`config.mk`:
```
export PLATFORM = sky130hd
export DESIGN_NAME = if_fetch_unit_flat
export DESIGN_NICKNAME = d
export VERILOG_FILES = /design/src/rtl/if_fetch_unit_pkg.sv /design/src/rtl/if_fetch_unit_if.sv /design/src/rtl/if_fetch_unit_next_pc.sv /design/src/rtl/if_fetch_unit.sv /design/src/flat_wrapper.sv
export SDC_FILE = /design/constraint.sdc
export NUM_CORES = 1
export LEC_CHECK = 0
export CORE_AREA = 5 5 196 198
export DETAILED_ROUTE_END_ITERATION = 10
export DIE_AREA = 0 0 201 203
export PLACE_DENSITY_LB_ADDON = 0.12
export SYNTH_ARGS = -nofsm -noshare
export SYNTH_HDL_FRONTEND = slang
export SYNTH_SLANG_ARGS = --single-unit
```
`constraint.sdc`:
```
create_clock -name clk -period 3.5 [get_ports clk]
set_clock_uncertainty 0.1 [all_clocks]
set_input_delay 0.35 -clock clk [delete_from_list [all_inputs] [get_ports clk]]
set_output_delay 0.35 -clock clk [all_outputs]
set_load 0.005 [all_outputs]
```
`src/rtl/if_fetch_unit_pkg.sv`:
```
`default_nettype none
// ============================================================================
//  Module      : if_fetch_unit_pkg
//  Description : Shared fetch-stage constants: FSM state codes, Jump
//                encodings, NOP word, reset/exception/interrupt vectors and
//                the sequential next-PC helper.
//  Revision    : 1.0  initial release
// ============================================================================
package if_fetch_unit_pkg;

   // Fetch FSM state codes
   localparam logic [1:0] ST_BOOT = 2'd0;
   localparam logic [1:0] ST_REQ  = 2'd1;
   localparam logic [1:0] ST_HOLD = 2'd2;
   localparam logic [1:0] ST_DROP = 2'd3;

   // Jump field encodings from ID control (2'b11 behaves as sequential)
   localparam logic [1:0] JUMP_SEQ = 2'b00;
   localparam logic [1:0] JUMP_J   = 2'b01;
   localparam logic [1:0] JUMP_JR  = 2'b10;

   // Vectors and bubble word, shared with control/exception logic
   localparam logic [31:0] DEF_RESET_VECTOR = 32'h8000_0000;
   localparam logic [31:0] DEF_EXC_VECTOR   = 32'h8000_0004;
   localparam logic [31:0] DEF_INT_VECTOR   = 32'h8000_0008;
   localparam logic [31:0] DEF_NOP_INSTR    = 32'h0000_0000;

   // Sequential successor: +4 wraps inside the low 31 bits so the
   // kernel/user mode bit PC[31] never flips on straight-line code.
   function automatic logic [31:0] seq_next_pc(input logic [31:0] pc);
      return {pc[31], pc[30:0] + 31'd4};
   endfunction

endpackage
`default_nettype wire

```
`src/rtl/if_fetch_unit_if.sv`:
```
`default_nettype none
// ============================================================================
//  Module      : if_fetch_unit_if
//  Description : Bundle of fetch-stage signals: ID redirects, hazard stall,
//                instruction-memory port and IF/ID register outputs.
//                master = fetch unit, slave = surrounding pipeline/memory.
//  Revision    : 1.0  initial release
// ============================================================================
interface if_fetch_unit_if;

   // Hazard unit / ID stage
   logic        Stall;
   logic [1:0]  Jump;
   logic        Branch;
   logic        BranchCond;
   logic [31:0] JumpTarget;
   logic [31:0] JrTarget;
   logic        Exception;
   logic        Interrupt;

   // Instruction memory
   logic        IMemReq;
   logic [31:0] IMemAddr;
   logic        IMemRdy;
   logic [31:0] IMemData;

   // IF/ID register
   logic [31:0] IFID_Instruction;
   logic [31:0] IFID_PC;
   logic        IFID_Valid;

   modport master (
      input  Stall, Jump, Branch, BranchCond, JumpTarget, JrTarget,
             Exception, Interrupt, IMemRdy, IMemData,
      output IMemReq, IMemAddr, IFID_Instruction, IFID_PC, IFID_Valid
   );

   modport slave (
      output Stall, Jump, Branch, BranchCond, JumpTarget, JrTarget,
             Exception, Interrupt, IMemRdy, IMemData,
      input  IMemReq, IMemAddr, IFID_Instruction, IFID_PC, IFID_Valid
   );

endinterface
`default_nettype wire

```
`src/rtl/if_fetch_unit_next_pc.sv`:
```
`default_nettype none
// ============================================================================
//  Module      : if_next_pc
//  Description : Combinational redirect priority resolver and sequential
//                PC+4 generator for the fetch stage.
//  Revision    : 1.0  initial release
// ============================================================================
module if_next_pc
   import if_fetch_unit_pkg::*;
#(
   parameter logic [31:0] EXC_VECTOR = DEF_EXC_VECTOR,
   parameter logic [31:0] INT_VECTOR = DEF_INT_VECTOR
) (
   input  logic        stall,
   input  logic        interrupt,
   input  logic        exception,
   input  logic [1:0]  jump,
   input  logic        branch,
   input  logic        branch_cond,
   input  logic [31:2] jump_target,
   input  logic [30:2] jr_target,
   input  logic        ifid_pc_msb,
   input  logic [31:0] cur_pc,
   output logic        redirect,
   output logic [31:0] redirect_target,
   output logic [31:0] pc_seq
);

   assign pc_seq = seq_next_pc(cur_pc);

   // Resolve redirect source by priority; nothing is taken while stalled
   always_comb begin
      redirect        = 1'b0;
      redirect_target = 32'h0000_0000;
      if (!stall) begin
         if (interrupt) begin
            redirect        = 1'b1;
            redirect_target = INT_VECTOR;
         end else if (exception) begin
            redirect        = 1'b1;
            redirect_target = EXC_VECTOR;
         end else if (jump == JUMP_J) begin
            redirect        = 1'b1;
            redirect_target = {jump_target, 2'b00};
         end else if (jump == JUMP_JR) begin
            // jr/jalr cannot change mode: keep the issuing PC's bit 31
            redirect        = 1'b1;
            redirect_target = {ifid_pc_msb, jr_target, 2'b00};
         end else if (branch && branch_cond) begin
            redirect        = 1'b1;
            redirect_target = {jump_target, 2'b00};
         end
      end
   end

endmodule
`default_nettype wire

```
`src/rtl/if_fetch_unit.sv`:
```
`default_nettype none
// ============================================================================
//  Module      : if_fetch_unit
//  Description : Instruction-fetch stage. Owns the PC, issues instruction
//                memory reads through a BOOT/REQ/HOLD/DROP FSM, buffers a
//                response that arrives during a stall, squashes wrong-path
//                responses and fills the IF/ID register.
//  Revision    : 1.0  initial release
// ============================================================================
module if_fetch_unit
   import if_fetch_unit_pkg::*;
#(
   parameter logic [31:0] RESET_VECTOR = DEF_RESET_VECTOR,
   parameter logic [31:0] EXC_VECTOR   = DEF_EXC_VECTOR,
   parameter logic [31:0] INT_VECTOR   = DEF_INT_VECTOR,
   parameter logic [31:0] NOP_INSTR    = DEF_NOP_INSTR
) (
   input  logic            clk,
   input  logic            reset,
   if_fetch_unit_if.master bus
);

   logic [1:0]  state_q,      state_d;
   logic [31:0] pc_q,         pc_d;
   logic [31:0] target_q,     target_d;
   logic [31:0] skid_q,       skid_d;
   logic [31:0] ifid_instr_q, ifid_instr_d;
   logic [31:0] ifid_pc_q,    ifid_pc_d;
   logic        ifid_valid_q, ifid_valid_d;

   logic        redirect;
   logic [31:0] redirect_target;
   logic [31:0] pc_seq;

   if_next_pc #(
      .EXC_VECTOR (EXC_VECTOR),
      .INT_VECTOR (INT_VECTOR)
   ) u_next_pc (
      .stall           (bus.Stall),
      .interrupt       (bus.Interrupt),
      .exception       (bus.Exception),
      .jump            (bus.Jump),
      .branch          (bus.Branch),
      .branch_cond     (bus.BranchCond),
      .jump_target     (bus.JumpTarget[31:2]),
      .jr_target       (bus.JrTarget[30:2]),
      .ifid_pc_msb     (ifid_pc_q[31]),
      .cur_pc          (pc_q),
      .redirect        (redirect),
      .redirect_target (redirect_target),
      .pc_seq          (pc_seq)
   );

   // A request is outstanding in REQ and while draining a squashed one in DROP;
   // the address stays on pc_q until that response arrives.
   assign bus.IMemReq          = (state_q == ST_REQ) || (state_q == ST_DROP);
   assign bus.IMemAddr         = pc_q;
   assign bus.IFID_Instruction = ifid_instr_q;
   assign bus.IFID_PC          = ifid_pc_q;
   assign bus.IFID_Valid       = ifid_valid_q;

   // Fetch FSM, PC update, skid buffer and IF/ID next-state
   always_comb begin
      state_d      = state_q;
      pc_d         = pc_q;
      target_d     = target_q;
      skid_d       = skid_q;
      ifid_instr_d = ifid_instr_q;
      ifid_pc_d    = ifid_pc_q;
      ifid_valid_d = ifid_valid_q;

      // When not stalled IF/ID takes a bubble unless a word is delivered
      // below; this also gives the one-bubble penalty on every redirect.
      if (!bus.Stall) begin
         ifid_instr_d = NOP_INSTR;
         ifid_valid_d = 1'b0;
      end

      case (state_q)
         ST_BOOT: begin
            if (redirect) begin
               pc_d = redirect_target;
            end
            state_d = ST_REQ;
         end

         ST_REQ: begin
            if (redirect) begin
               if (bus.IMemRdy) begin
                  pc_d = redirect_target;
               end else begin
                  target_d = redirect_target;
                  state_d  = ST_DROP;
               end
            end else if (bus.Stall) begin
               if (bus.IMemRdy) begin
                  skid_d  = bus.IMemData;
                  state_d = ST_HOLD;
               end
            end else if (bus.IMemRdy) begin
               ifid_instr_d = bus.IMemData;
               ifid_pc_d    = pc_q;
               ifid_valid_d = 1'b1;
               pc_d         = pc_seq;
            end
         end

         ST_HOLD: begin
            if (redirect) begin
               pc_d    = redirect_target;
               state_d = ST_REQ;
            end else if (!bus.Stall) begin
               ifid_instr_d = skid_q;
               ifid_pc_d    = pc_q;
               ifid_valid_d = 1'b1;
               pc_d         = pc_seq;
               state_d      = ST_REQ;
            end
         end

         ST_DROP: begin
            // Latest redirect wins over an earlier latched one
            if (redirect) begin
               target_d = redirect_target;
            end
            if (bus.IMemRdy) begin
               pc_d    = target_d;
               state_d = ST_REQ;
            end
         end

         default: begin
            state_d = ST_BOOT;
         end
      endcase
   end

   // State registers with synchronous reset
   always_ff @(posedge clk) begin
      if (reset) begin
         state_q      <= ST_BOOT;
         pc_q         <= RESET_VECTOR;
         target_q     <= RESET_VECTOR;
         skid_q       <= NOP_INSTR;
         ifid_instr_q <= NOP_INSTR;
         ifid_pc_q    <= 32'h0000_0000;
         ifid_valid_q <= 1'b0;
      end else begin
         state_q      <= state_d;
         pc_q         <= pc_d;
         target_q     <= target_d;
         skid_q       <= skid_d;
         ifid_instr_q <= ifid_instr_d;
         ifid_pc_q    <= ifid_pc_d;
         ifid_valid_q <= ifid_valid_d;
      end
   end

endmodule
`default_nettype wire

```
`src/flat_wrapper.sv`:
```
// flat-port wrapper written by rule: the top's interface ports become plain ports
module if_fetch_unit_flat import if_fetch_unit_pkg::*;
#(
   parameter logic [31:0] RESET_VECTOR = DEF_RESET_VECTOR,
   parameter logic [31:0] EXC_VECTOR   = DEF_EXC_VECTOR,
   parameter logic [31:0] INT_VECTOR   = DEF_INT_VECTOR,
   parameter logic [31:0] NOP_INSTR    = DEF_NOP_INSTR
)
  (clk, reset, bus_Stall, bus_Jump, bus_Branch, bus_BranchCond, bus_JumpTarget, bus_JrTarget, bus_Exception, bus_Interrupt, bus_IMemRdy, bus_IMemData, bus_IMemReq, bus_IMemAddr, bus_IFID_Instruction, bus_IFID_PC, bus_IFID_Valid);
  if_fetch_unit_if bus_i ();
  input  logic clk;
  input  logic reset;
  input wire logic [$bits(bus_i.Stall)-1:0] bus_Stall;
  input wire logic [$bits(bus_i.Jump)-1:0] bus_Jump;
  input wire logic [$bits(bus_i.Branch)-1:0] bus_Branch;
  input wire logic [$bits(bus_i.BranchCond)-1:0] bus_BranchCond;
  input wire logic [$bits(bus_i.JumpTarget)-1:0] bus_JumpTarget;
  input wire logic [$bits(bus_i.JrTarget)-1:0] bus_JrTarget;
  input wire logic [$bits(bus_i.Exception)-1:0] bus_Exception;
  input wire logic [$bits(bus_i.Interrupt)-1:0] bus_Interrupt;
  input wire logic [$bits(bus_i.IMemRdy)-1:0] bus_IMemRdy;
  input wire logic [$bits(bus_i.IMemData)-1:0] bus_IMemData;
  output wire logic [$bits(bus_i.IMemReq)-1:0] bus_IMemReq;
  output wire logic [$bits(bus_i.IMemAddr)-1:0] bus_IMemAddr;
  output wire logic [$bits(bus_i.IFID_Instruction)-1:0] bus_IFID_Instruction;
  output wire logic [$bits(bus_i.IFID_PC)-1:0] bus_IFID_PC;
  output wire logic [$bits(bus_i.IFID_Valid)-1:0] bus_IFID_Valid;
  assign bus_i.Stall = bus_Stall;
  assign bus_i.Jump = bus_Jump;
  assign bus_i.Branch = bus_Branch;
  assign bus_i.BranchCond = bus_BranchCond;
  assign bus_i.JumpTarget = bus_JumpTarget;
  assign bus_i.JrTarget = bus_JrTarget;
  assign bus_i.Exception = bus_Exception;
  assign bus_i.Interrupt = bus_Interrupt;
  assign bus_i.IMemRdy = bus_IMemRdy;
  assign bus_i.IMemData = bus_IMemData;
  assign bus_IMemReq = bus_i.IMemReq;
  assign bus_IMemAddr = bus_i.IMemAddr;
  assign bus_IFID_Instruction = bus_i.IFID_Instruction;
  assign bus_IFID_PC = bus_i.IFID_PC;
  assign bus_IFID_Valid = bus_i.IFID_Valid;
  if_fetch_unit #(.RESET_VECTOR(RESET_VECTOR), .EXC_VECTOR(EXC_VECTOR), .INT_VECTOR(INT_VECTOR), .NOP_INSTR(NOP_INSTR)) u_core (.clk(clk), .reset(reset), .bus(bus_i));
endmodule
```
==> results.md, run 1 <==
* Syn Nets at ~1200
* Final worst slack at around 0.82 ns
* Critical Path Source Type: flop
* Synth Register Bits at approximately 160
* Max Slew Vio Count at 0
* Final-report hold violation count at 0
* Detail Placement HPWL at about 26000 um
* Worst VDD drop at ~0.00034 V
* Critical path arrival at ~3.0 ns
* Post-synth ARST share at 0
* Worst-Margin Slew at around 1 ns
* CP max stage cell: nor3_1
* Row cnt at 70
* Die width at ~200 um
* Cell taking the most area after synthesis: dfxtp_1
* Status: complete, no violations
* Nets@finish at 1391
* Cell chosen for the clock root: clkbuf_16
* Post-CTS Hold Buffers at 0
* Register area share after synthesis at 0.365
* Crit path required time at 3.78 ns
* Cell breakdown of the critical path: inv_1, ha_1, or2_2, a221oi_1, nand2_1, buf_4, nor3_1, o2bb2ai_1
* Post-synth top cells: 174 x nand2_1, 163 x dfxtp_1, 93 x a21oi_1, 79 x clkbuf_1, 69 x nor2_1
* Pre-CTS setup slack at approximately 0.5 ns
* Max clock buf depth at 2
* Routed Antenna Nets at 0
* PortBufs at between 150 and 200
* # setup viols final at 0
* DR vias/cell at 5.26
* Remaining Overflow, GRT at 0
* Residual DRC at 0
* Cell Pwr Density at 460 nW/um2
* Post-CTS Resized at 0
* Drt initial violations at ~770
* First-pass GRT wire length at between 50000 and 60000 um
* Area of the core at approximately 36000 um2
* Crit-path max cell delay at approximately 0.44 ns
* Largest net degree at the start of global routing at slightly below 100
* Mapped Area at 8950 um2
* Via count at about 9300
* Top Metal Used: met4
* Initial antenna violation count at 1
* Global-route usage over all layers at 0.178
* DIE AREA at between 40000 and 50000 um2
* Final WL at around 37000 um
* Final non-filler cell total at 1760
* Slew HR at 0.321
* Met2 wire len at around 16000 um
* Max cap viols at 0
* Top-count cell post-synth: nand2_1
* Post-synth EDFFs at 0
* Placed insts at between 1500 and 2000
* Min Tclk post-route at 2.68 ns
* Yosys warns at 0
* Setup TNS at 0 ns
* Tcrit/Tclk final at 0.766
* WP buf/inv at 2
* Vias in the first global route at 8988
* RSZ-0062 raised after global routing: no
* DIE HEIGHT at 203 um
* Share of cells above drive strength 1 at 0.0921
* Number of detailed-route iterations in the first pass at 5
* IO Pins at roughly 200
* Num CTS Buffers at 17
* Post-CTS setup buffers at 0
* Area growth, synth to finish at 35.6%
* CTS clock-pin slew for the worst setup and hold paths at about 0.080 ns
* Static Leak at 4.21 nW
* Critical Path Sink Type: flop
* Routed wire length per instance at ~21 um
* Clk sinks at around 160
* Gp weighted congestion at ~0.84
* Top cell type's share of synthesized area at 0.365
* Syn Inst Count at 1117
* Max Freq at 373 MHz
* Initial Utilization at 0.246
* Clk_lat worst skew at approximately 0.44 ns
* Synth Flop Type: dfxtp_1
* Avg Cell Area, Syn at about 8 um2
* Setup CP Type: reg -> reg
* Delay-heaviest family, CP: simple AND/OR/NAND/NOR gates
* Met1 WL at between 15000 and 20000 um
* CTS tree: built
* Met3 wire length at between 2000 and 2500 um
* Top post-synthesis cells by area: dfxtp_1 36%, nand2_1 7.3%, a22o_1 6.3%
* Htree depth at 4
* Unique cell type count in the Yosys netlist at 69
* # diodes at 0
* CP max FO at 8
* Hold WC Path Type: in -> reg
[layout make-up]
type | instances | area (um2)
clock buffers | 22 | 474
fillers | 3816 | 24200
multi-input cells | 822 | 5160
well taps | 468 | 586
flip-flops and latches | 163 | 3260
inverters | 16 | 60.1
repair buffers | 259 | 2470
clock inverters | 10 | 123
[flip-flops by register name, indices dropped and copies added, names as in the netlist]
signal and cells:
u_core.state_q 2, u_core.bus.IFID_Valid 1, u_core.target_q 32, u_core.bus.IFID_Instruction 32, u_core.bus.IMemAddr 32, u_core.bus.IFID_PC 32
u_core.skid_q 32
[path summary, 6_finish.rpt]
check	start	end	slack [ns]	depth (start not counted)
worst min register to register	u_core.skid_q[18]	u_core.skid_q[18]	0.35	2
worst min-delay path	bus_Stall	u_core.bus.IFID_Valid	0.30	3
worst max register to register	u_core.state_q[0]	u_core.bus.IMemAddr[13]	0.82	8
worst max-delay path	u_core.state_q[0]	u_core.bus.IMemAddr[13]	0.82	8
[worst register-to-register path, delay by kind of cell (launching register included)]
kind / cells / cell delay [ns]
AND/OR/NAND/NOR: 3 / 1.04
AO/OA/AOI/OAI: 2 / 0.54
flip-flops: 1 / 0.36
buffers and inverters: 2 / 0.35
adder cells (fa/ha/maj): 1 / 0.21
[metrics by stage]
step / util / hold WS [ns] / total power (W) / area [um2]
floorplan: - / 0.336 / 0.00293 / 8950
global placement: 0.318 / 0.342 / 0.00367 / 11500
detailed placement: 0.318 / 0.346 / 0.00368 / 11500
CTS: 0.334 / 0.275 / 0.00565 / 12100
global route: 0.334 / 0.288 / 0.00587 / 12100
finish: 0.334 / 0.300 / 0.00558 / 12100
[layer usage]
metal	track usage	up-vias
li1	-	4484
met1	0.252	4451
met2	0.265	292
met3	0.0474	35
met4	0.0516	0
met5	0	-
[placed cells by master (no fill, tap or decap), types with 9 or more instances in the layout]
cell type and count:
inv_1 15, a22o_1 64, nand2_1 174, nor2_1 68, a32oi_1 11, o211ai_1 13, clkbuf_16 17, nor4_1 9
a221oi_1 42, clkdlybuf4s50_1 196, dfxtp_1 163, a21oi_1 93, mux2i_1 49, and3_1 21, nand4_1 14, a211oi_1 9
a22oi_1 26, nor3_1 56, o21ai_0 17, nand3_1 20, buf_4 60
[report_power, final]
part           switching [W]  internal [W]  total (W)
clock               0.000835       0.00111    0.00195
sequential          0.000141       0.00197    0.00211
combinational       0.000846      0.000674    0.00152
[kinds of logic after synthesis]
group / share of synthesized area
AO/OA/AOI/OAI: 0.293
adder cells (fa/ha/maj): 0.00839
XOR/XNOR: 0.00853
multiplexers: 0.0586
buffers and inverters: 0.0625
AND/OR/NAND/NOR: 0.205
flip-flops: 0.365
Note: power is estimated with default switching activity, not from simulation.
==> run 2: changes to the inputs <==
clock period = 2.2 ns   (was 3.5 ns; I/O delays follow)
==> results.md, run 2 (synthesized netlist as in run 1, its figures left out) <==
* Reg power frac at 0.337 (was 0.379)
* Post-place instance area at 12500 um2 (was 11500 um2)
* Area of the core at 36300 um2 (unchanged)
* CTS clock-pin slew for the worst setup and hold paths at 0.07 ns (was 0.08 ns)
* Nets@finish at 1521 (was 1391)
* Cell Pwr Density at 718 nW/um2 (was 460 nW/um2)
* Critical Path Sink Type: flop (unchanged)
* Cell internal pwr at 0.00671 W (was 0.00376 W)
* Number of detailed-route iterations in the first pass at 7 (was 5)
* Violated checks: setup timing
* Clk pwr share at 0.345 (was 0.349)
* Share of cells above drive strength 1 at 0.205 (was 0.0921)
* RSZ-0062 raised after global routing: yes (was no)
* PortBufs at 198 (unchanged)
* Global-route usage over all layers at 0.187 (was 0.178)
* Min Tclk post-route at 2.23 ns (was 2.68 ns)
* Most common cell after layout, fill and taps aside: clkdlybuf4s50_1 (unchanged)
* Combinational share of power at 0.318 (was 0.272)
* Clk_lat worst skew at 0.44 ns (about the same)
* DIE AREA at 40800 um2 (unchanged)
* Routed wire length per instance at 21.2 um (about the same)
* Cell breakdown of the critical path: inv_6, ha_4, or2_4, a221o_2, nor2_4, buf_6, buf_6, nor2_4, a2111oi_4 (was inv_1, ha_1, or2_2, a221oi_1, nand2_1, buf_4, nor3_1, o2bb2ai_1)
* # diodes at 0 (unchanged)
* Residual DRC at 0 (unchanged)
* NetSw at 0.00310 W (was 0.00182 W)
* IO Pins at 204 (unchanged)
* Crit-path max cell delay at 0.42 ns (was 0.44 ns)
* Max clock buf depth at 2 (unchanged)
* Worst VDD drop at 0.000571 V (was 0.000343 V)
* CTS tree: built (unchanged)
* Delay-heaviest family, CP: compound AO/OA/AOI/OAI gates (was simple AND/OR/NAND/NOR gates)
* Final Cell Area at 13700 um2 (was 12100 um2)
* Clk sinks at 163 (unchanged)
* Leading cell types in the layout, fill and taps excluded: 194 x clkdlybuf4s50_1, 174 x nand2_1, 165 x buf_4 (was 196 x clkdlybuf4s50_1, 174 x nand2_1, 163 x dfxtp_1)
* Post-CTS Hold Buffers at 0 (unchanged)
* Final worst slack at -0.0291 ns (was 0.820 ns)
* Num CTS Buffers at 17 (unchanged)
* Max Freq at 449 MHz (was 373 MHz)
* Setup TNS at -0.0828 ns (was 0 ns)
* Routed Antenna Nets at 0 (unchanged)
* Hold Slack at 0.180 ns (was 0.300 ns)
* CP max stage cell: a221o_2 (was nor3_1)
* Row cnt at 70 (unchanged)
* Hold WC Path Type: in -> reg (unchanged)
* Remaining Overflow, GRT at 0 (unchanged)
* Drt initial violations at 849 (was 767)
* Gp weighted congestion at 0.899 (was 0.845)
* Htree depth at 4 (unchanged)
* Final WL at 40000 um (was 37300 um)
* Max Slew Vio Count at 0 (unchanged)
* CP max FO at 5 (was 8)
* Via count at 9976 (was 9262)
* Area growth, synth to finish at 52.7% (was 35.6%)
* Static Leak at 5.02 nW (was 4.21 nW)
* Max cap viols at 0 (unchanged)
* Tcrit/Tclk final at 1.01 (was 0.766)
* Cell chosen for the clock root: clkbuf_16 (unchanged)
* Final-report hold violation count at 0 (unchanged)
* Detail Placement HPWL at 28300 um (was 25500 um)
* Initial antenna violation count at 0 (was 1)
* Critical Path Source Type: flop (unchanged)
* First-pass GRT wire length at 59800 um (was 57100 um)
* Vias in the first global route at 9605 (was 8988)
* Setup CP Type: reg -> reg (unchanged)
* Status: finished with violations (was complete, no violations)
* Die width at 201 um (unchanged)
* Crit path required time at 2.44 ns (was 3.78 ns)
* DIE HEIGHT at 203 um (unchanged)
* Largest net degree at the start of global routing at 98 (unchanged)
* Critical path arrival at 2.47 ns (was 2.96 ns)
* DR vias/cell at 5.28 (was 5.26)
* WP buf/inv at 3 (was 2)
* Worst-Margin Slew at 0.998 ns (was 1.02 ns)
* Initial Utilization at 0.246 (unchanged)
* Net switching fraction of the power at 0.316 (was 0.326)
* Slew HR at 0.334 (was 0.321)
* # setup viols final at 6 (was 0)
run 2: changes by cell type in the layout (fill, tap and decap cells not counted), moves of 4 or more:
| cell | change |
|---|---|
| buf_6 | +9 |
| a2111oi_2 | +4 |
| buf_4 | +105 |
| o32ai_2 | +4 |
| nor2_1 | -4 |
| a221oi_2 | +4 |
| a221oi_1 | -4 |
| a2111oi_1 | -4 |
| ha_1 | -4 |
| buf_12 | +15 |
| o32ai_1 | -4 |
run 2: worst reg2reg max path, stage by stage, from the launching register on:
cell and delay (ns):
dfxtp_4 0.37, inv_6 0.05, ha_4 0.15, or2_4 0.26, a221o_2 0.42, nor2_4 0.16, buf_6 0.14, buf_6 0.12
nor2_4 0.04, a2111oi_4 0.31
run 2: worst paths after layout:
check                    startpoint                      end  slack [ns]  cells after the start
setup / recovery  u_core.state_q[0]  u_core.bus.IMemAddr[11]       -0.03                      9
hold / removal                reset      u_core.target_q[23]        0.18                      3
hold reg to reg   u_core.skid_q[24]        u_core.skid_q[24]        0.35                      2
setup reg to reg  u_core.state_q[0]  u_core.bus.IMemAddr[11]       -0.03                      9
run 2: power by group through the flow:
stage / clock [W] / combinational [W] / sequential, W
after floorplan: 0 / 0.00131 / 0.00336
after global placement: 0 / 0.00280 / 0.00337
after detailed placement: 0 / 0.00280 / 0.00337
after CTS: 0.00346 / 0.00293 / 0.00331
after global routing: 0.00359 / 0.00334 / 0.00334
final: 0.00338 / 0.00312 / 0.00331
run 2: metrics by stage:
step                       util  power [W]  instances  setup slack, ns
after floorplan               -    0.00467       1117           0.0179
after global placement    0.344    0.00617       1841           -0.308
after detailed placement  0.344    0.00617       1841           -0.389
after CTS                 0.367    0.00970       1880          -0.0782
after global routing      0.376     0.0103       1889           -0.106
final                     0.376    0.00981       1889          -0.0291
run 2: per-layer routing:
metal,up-vias,global-route usage,part of all wire
met3,26,0.0498,0.066
met2,350,0.283,0.44
met1,4852,0.268,0.48
met4,0,0.0371,0.010
met5,-,0,0
li1,4748,-,-
run 2: layout make-up:
type	count	area [um2]
fillers	3719	22700
flip-flops and latches	163	3270
inverters	16	68.8
well taps	468	586
clock inverters	12	203
clock buffers	19	443
repair buffers	389	3690
multi-input cells	822	5400
run 2: timing repair:
action	in CTS	in global routing
setup endpoints to repair	64	106
buffers inserted	8	8
pin swaps	6	9
endpoints found under the hold margin	0	0
gates cloned	0	1
resized for setup	28	52
